**src/rtl/fft_seq_ctrl.sv**
```systemverilog
// fft_seq_ctrl: address and control sequencer for an in-place radix-2
// decimation-in-frequency FFT running on a single shared butterfly PE.
// One butterfly is issued per non-stalled cycle. Each stage is followed by a
// short read gap so that the stage's last write-back lands before the next
// stage reads. Results are left in bit-reversed order.
module fft_seq_ctrl #(
  parameter int LOG2N  = 5,
  parameter int RD_LAT = 2,
  localparam int SW    = (LOG2N < 3) ? 3 : LOG2N
) (
  input  logic             clk,
  input  logic             rst_n,
  input  logic             start,
  input  logic             stall,
  output logic             busy,
  output logic             done,
  output logic [SW-1:0]    stage,
  output logic             rd_en,
  output logic [LOG2N-1:0] rd_addr_a,
  output logic [LOG2N-1:0] rd_addr_b,
  output logic [LOG2N-2:0] tw_addr,
  output logic             wr_en,
  output logic [LOG2N-1:0] wr_addr_a,
  output logic [LOG2N-1:0] wr_addr_b
);

  localparam int KW = LOG2N - 1;
  localparam int GW = $clog2(RD_LAT + 1);

  localparam logic [1:0] IDLE   = 2'd0;
  localparam logic [1:0] ISSUE  = 2'd1;
  localparam logic [1:0] GAP    = 2'd2;
  localparam logic [1:0] FINISH = 2'd3;

  logic [1:0]       state;
  logic [SW-1:0]    s_cnt;
  logic [KW-1:0]    k_cnt;
  logic [GW-1:0]    gap_cnt;

  // write-back delay line: valid bit plus both wing addresses per slot
  logic [RD_LAT-1:0] dl_v;
  logic [LOG2N-1:0]  dl_a [RD_LAT];
  logic [LOG2N-1:0]  dl_b [RD_LAT];

  logic             advance;
  logic             iss_v;
  logic [SW-1:0]    iss_s;
  logic [KW-1:0]    iss_k;
  logic             last_k;
  logic             last_s;
  logic             pending;

  logic [SW-1:0]    sh;
  logic [LOG2N-1:0] k_ext;
  logic [LOG2N-1:0] span;
  logic [LOG2N-1:0] pos;
  logic [LOG2N-1:0] grp;
  logic [LOG2N-1:0] base;
  logic [LOG2N-1:0] nx_a;
  logic [LOG2N-1:0] nx_b;
  logic [KW-1:0]    nx_tw;

  // Decide whether a butterfly issues this cycle and which (stage, index) it is.
  // A start in IDLE issues butterfly (0,0) on the same edge, so reads appear
  // the cycle right after start is sampled. Stall is ignored while idle.
  always_comb begin
    advance = (state == IDLE) || !stall;
    iss_v   = 1'b0;
    iss_s   = s_cnt;
    iss_k   = k_cnt;
    if (state == IDLE) begin
      iss_v = start;
      iss_s = '0;
      iss_k = '0;
    end else if (state == ISSUE) begin
      iss_v = !stall;
    end
    last_k  = &iss_k;
    last_s  = (iss_s == SW'(LOG2N - 1));
    pending = |dl_v;
  end

  // Butterfly addressing: span halves each stage; the group base is the
  // group index scaled by two spans, and the twiddle step doubles per stage.
  always_comb begin
    sh    = SW'(LOG2N - 1) - iss_s;
    k_ext = {1'b0, iss_k};
    span  = LOG2N'(1) << sh;
    pos   = k_ext & (span - LOG2N'(1));
    grp   = k_ext >> sh;
    base  = grp << (sh + SW'(1));
    nx_a  = base | pos;
    nx_b  = nx_a + span;
    nx_tw = KW'(pos << iss_s);
  end

  // Main sequencer: walks butterflies within a stage, inserts the read gap
  // between stages, and waits for the delay line to drain before done.
  // The done cycle is still spent in FINISH so a start there is ignored.
  always_ff @(posedge clk or negedge rst_n) begin
    if (!rst_n) begin
      state   <= IDLE;
      s_cnt   <= '0;
      k_cnt   <= '0;
      gap_cnt <= '0;
      busy    <= 1'b0;
      done    <= 1'b0;
    end else begin
      done <= 1'b0;
      if (iss_v) begin
        busy  <= 1'b1;
        s_cnt <= iss_s;
        if (last_k) begin
          k_cnt <= '0;
          if (last_s) begin
            state <= FINISH;
          end else begin
            state   <= GAP;
            gap_cnt <= '0;
          end
        end else begin
          k_cnt <= iss_k + KW'(1);
          state <= ISSUE;
        end
      end else if (state == GAP && !stall) begin
        if (gap_cnt == GW'(RD_LAT - 1)) begin
          s_cnt <= s_cnt + SW'(1);
          k_cnt <= '0;
          state <= ISSUE;
        end else begin
          gap_cnt <= gap_cnt + GW'(1);
        end
      end else if (state == FINISH) begin
        if (done) begin
          state <= IDLE;
        end else if (!stall && !pending) begin
          done <= 1'b1;
          busy <= 1'b0;
        end
      end
    end
  end

  // Registered read-side outputs; addresses and stage hold whenever nothing issues.
  always_ff @(posedge clk or negedge rst_n) begin
    if (!rst_n) begin
      rd_en     <= 1'b0;
      rd_addr_a <= '0;
      rd_addr_b <= '0;
      tw_addr   <= '0;
      stage     <= '0;
    end else begin
      rd_en <= advance && iss_v;
      if (advance && iss_v) begin
        rd_addr_a <= nx_a;
        rd_addr_b <= nx_b;
        tw_addr   <= nx_tw;
        stage     <= iss_s;
      end
    end
  end

  // Delay line tracking in-flight butterflies; it shifts only on non-stalled
  // cycles so write-back stays aligned with the stalled datapath registers.
  always_ff @(posedge clk or negedge rst_n) begin
    if (!rst_n) begin
      dl_v <= '0;
      for (int i = 0; i < RD_LAT; i++) begin
        dl_a[i] <= '0;
        dl_b[i] <= '0;
      end
    end else if (advance) begin
      dl_v[0] <= iss_v;
      dl_a[0] <= nx_a;
      dl_b[0] <= nx_b;
      for (int i = 1; i < RD_LAT; i++) begin
        dl_v[i] <= dl_v[i-1];
        dl_a[i] <= dl_a[i-1];
        dl_b[i] <= dl_b[i-1];
      end
    end
  end

  // Registered write-back outputs taken from the tail of the delay line.
  always_ff @(posedge clk or negedge rst_n) begin
    if (!rst_n) begin
      wr_en     <= 1'b0;
      wr_addr_a <= '0;
      wr_addr_b <= '0;
    end else begin
      wr_en <= advance && dl_v[RD_LAT-1];
      if (advance && dl_v[RD_LAT-1]) begin
        wr_addr_a <= dl_a[RD_LAT-1];
        wr_addr_b <= dl_b[RD_LAT-1];
      end
    end
  end

endmodule

```
**config.mk**
```make
export PLATFORM = sky130hd
export DESIGN_NAME = fft_seq_ctrl
export DESIGN_NICKNAME = d
export VERILOG_FILES = /design/src/rtl/fft_seq_ctrl.sv
export SDC_FILE = /design/constraint.sdc
export NUM_CORES = 1
export LEC_CHECK = 0
export BUFFER_PORTS_ARGS = -buffer_cell sky130_fd_sc_hd__buf_2
export CAP_MARGIN = 20
export CORE_UTILIZATION = 40
export CTS_CLUSTER_SIZE = 25
export DETAILED_ROUTE_END_ITERATION = 8
export GPL_ROUTABILITY_DRIVEN = 0
export PLACE_DENSITY = 0.6
export SLEW_MARGIN = 40
export SYNTH_ARGS = -nofsm -noshare
export SYNTH_HDL_FRONTEND = slang
export SYNTH_SLANG_ARGS = --single-unit
```
**constraint.sdc**
```tcl
create_clock -name clk -period 4.6 [get_ports clk]
set_input_delay 0.92 -clock clk [delete_from_list [all_inputs] [get_ports clk]]
set_output_delay 0.92 -clock clk [all_outputs]
set_load 0.01 [all_outputs]
```
==> metrics.txt <==
Max Clk Rate 235.1 MHz; die area 0.009319 mm^2; drt drc 0; dpl hpwl around 5700 um; first-pass GRT wire length approximately 13000 um; TritonCTS Buffers 9; Post-Syn Area 0.003575 mm^2; setup violators final 0; most frequent cells in the layout nand2_1, dfrtp_1, buf_2; H-tree levels 3; yosys warns 0; EDFF count, synth 0; Peak VDD IR between 0.00015 and 0.0002 V; Hold Crit Start dl_a[3]$_DFFE_PN0N_; Final #Nets between 400 and 500; mux contribution to synthesized area between 4 and 5%; Post-Synth XOR/XNOR Area roughly 3.4%; Post-Synth Adder-Cell Area slightly above 4%; Slew Viols, Final 0; pre-CTS WS approximately 290 ps; final hold vios 0; IO Pins 37; clock buffer depth 2; Lkg Pwr between 1.5 and 2 nW; clk_skew just over 9 ps; total gr overflow 0; PD cells between 400 and 500 mW/mm^2; Initial DRC Count 177; wire length per cell 15.34 um; crit path max fanout 11; Area Growth Syn to Fin 13.09%; hold_buf cts 0; Clock Sinks roughly 70; Synth cell types between 60 and 70; setup TNS 0 ps; largest family of logic cells by synthesized area simple AND/OR/NAND/NOR gates; Gate Count Post-Synth around 370; initial antenna violation count 0; number of global-route vias before repair 2637; Worst-path clk slew 80 ps; Chip Height just under 100 um; site row count 34; nature of the critical path endpoint register; crit path kind register to register; Synth Area in Compound Gates around 16%; total number of vias ~2800; post-synthesis area per instance approximately 9.6 um^2; unrepaired setup endpoints after global routing no; Clk Latency, worst-skew pair around 360 ps; Simple-Gate Fraction of Synth Area around 18%; Max Cap Viol 0; Via-to-Cell Ratio approximately 5.3; Synthesized Nets 389; status completed; Seq/Total Area, Yosys approximately 48%; Startpoint Class register; worst-margin pin slew about 820 ps; Initial Util approximately two fifths; Worst Hold Class register to register; Final period util 92.49%; commonest non-fill, non-tap cell in the layout nand2_1; Async S/R FF share, synth 100.0%; antenna-violating nets left 0; FF-to-FF Start state[1]$_DFFE_PN0P_; setup ws final 345.6 ps; CTS tree yes; filler cell count about 860; crit path DAT 4480 ps; largest net degree at the start of global routing 38; die width 96.54 um; Synth Flop Type dfrtp_1; CTS root buffer clkbuf_8; crit path from state[1]$_DFFE_PN0P_; flops & latches, synth 68; drt total wl between 8000 and 9000 um; # diodes 0; IO Port Bufs 36; Total GRT Usage between 10% and 20%; CP required between 4000 and 5000 ps; Core Footprint about 0.0087 mm^2; ratio of cells with drive above 1 in the final layout 23.67%; Max-Slew Margin vs Limit roughly 45%; drt pass-1 iters 4; Tmin final 4254 ps
layer usage:
metal / GRT usage, % / wire length [um] / share of wire, % / vias to the layer above
met5: 0 / 0 / 0 / -
met4: 9.559 / 175 / 2.2 / 0
met3: 3.599 / 298 / 3.7 / 14
met2: 30.16 / 3777 / 47 / 62
met1: 25.83 / 3758 / 47 / 1342
li1: - / - / - / 1357
power by group:
part           internal (W)  total [W]  switching (W)
Clock              0.000258   0.000523       0.000265
Sequential         0.000759   0.000870       0.000111
Combinational      0.000247   0.000580       0.000333
Total               0.00126    0.00197       0.000708
state kept, by name (all words and copies together), names as in the netlist, 2 cells and up:
signal and count:
dl_a 10, dl_b 10, rd_addr_a 5, rd_addr_b 5, s_cnt 5, stage 5
wr_addr_a 5, wr_addr_b 5, k_cnt 4, tw_addr 4, dl_v 2, gap_cnt 2
state 2
final timing paths:
path / end / slack (ps) / depth (start not counted)
setup / recovery: dl_b[9]$_DFFE_PN0N_ / 350 / 19
hold / removal: dl_a[3]$_DFFE_PN0N_ / 470 / 2
setup reg to reg: dl_b[9]$_DFFE_PN0N_ / 350 / 19
hold reg to reg: dl_a[3]$_DFFE_PN0N_ / 470 / 2
max in group asynchronous: tw_addr[0]$_DFFE_PN0P_ / 3290 / 2
min in group asynchronous: wr_addr_a[1]$_DFFE_PN0P_ / 510 / 1
what timing repair did:
action                                  in CTS  in global routing
gates resized for setup                      0                  1
buffers inserted                             0                  0
endpoints found under the setup margin       0                  2
synthesized netlist by cell type, types with 2 or more instances:
cell type | count | area (um^2)
nand2_1 | 78 | 292.8
o21ai_0 | 23 | 115.1
or2_2 | 2 | 12.51
nor3_1 | 3 | 15.01
nor2_1 | 25 | 93.84
a21oi_1 | 19 | 95.09
nand2b_1 | 7 | 43.79
a21o_1 | 3 | 22.52
ha_1 | 10 | 125.1
and2_1 | 3 | 18.77
a21oi_2 | 2 | 17.52
nor4_1 | 5 | 31.28
o21a_1 | 2 | 15.01
dfrtp_1 | 68 | 1702
xnor2_1 | 6 | 52.55
o21ai_2 | 2 | 17.52
o21ai_1 | 5 | 25.02
a22o_1 | 5 | 43.79
nand3_1 | 7 | 35.03
buf_6 | 4 | 45.04
clkbuf_1 | 8 | 30.03
nand2_2 | 2 | 12.51
buf_2 | 5 | 25.02
buf_4 | 3 | 22.52
xor2_1 | 4 | 35.03
o22ai_1 | 4 | 25.02
o31ai_1 | 2 | 15.01
a31oi_1 | 2 | 12.51
inv_2 | 2 | 7.510
inv_1 | 12 | 45.04
nand4_1 | 3 | 18.77
nor2_2 | 3 | 18.77
mux2i_1 | 3 | 30.03
mux2_2 | 10 | 112.6
o211ai_1 | 3 | 22.52
critical path: stages, from the launching register on:
cell and delay (ps):
dfrtp_1 520, or2_2 370, nand2_2 190, ha_2 290, o211ai_1 120, a21oi_2 230, nor2_1 60, nor2_1 170
nand3_1 150, ha_1 320, nand2b_1 110, nor2_1 60, a21oi_1 180, inv_1 110, fa_1 460, a21o_1 190
a21oi_1 170, xor2_1 190, xnor2_1 170, a21oi_1 90
through the flow:
stage	util [%]	hold slack [ps]	instances	power (W)	area (um^2)
after floorplan	-	434.8	374	0.001239	3575
after global placement	44.15	448.2	506	0.001455	3831
after detailed placement	44.18	458.7	506	0.001470	3834
after CTS	46.53	477.1	522	0.001995	4038
after global routing	46.58	502.9	522	0.002111	4043
final	46.58	471.9	522	0.001972	4043
final cells by class:
cell class	instances	area [um^2]	area share, %
timing repair buffer	46	257.7	6.376
tap	108	135.1	3.343
sequential	68	1702	42.09
inverter	15	61.31	1.517
multi-input combinational	269	1683	41.63
clock inverter	7	80.08	1.981
clock buffer	9	123.9	3.064
kinds of logic (layout without fill, tap and decap cells):
kind of cell | count (synthesis) | after routing
compound gates | 86 | 86
simple gates | 146 | 146
fa+ha+maj | 11 | 11
flops | 68 | 68
mux | 14 | 14
xor+xnor | 12 | 12
buf+inv | 37 | 77
(Power assumes the default switching activity.)
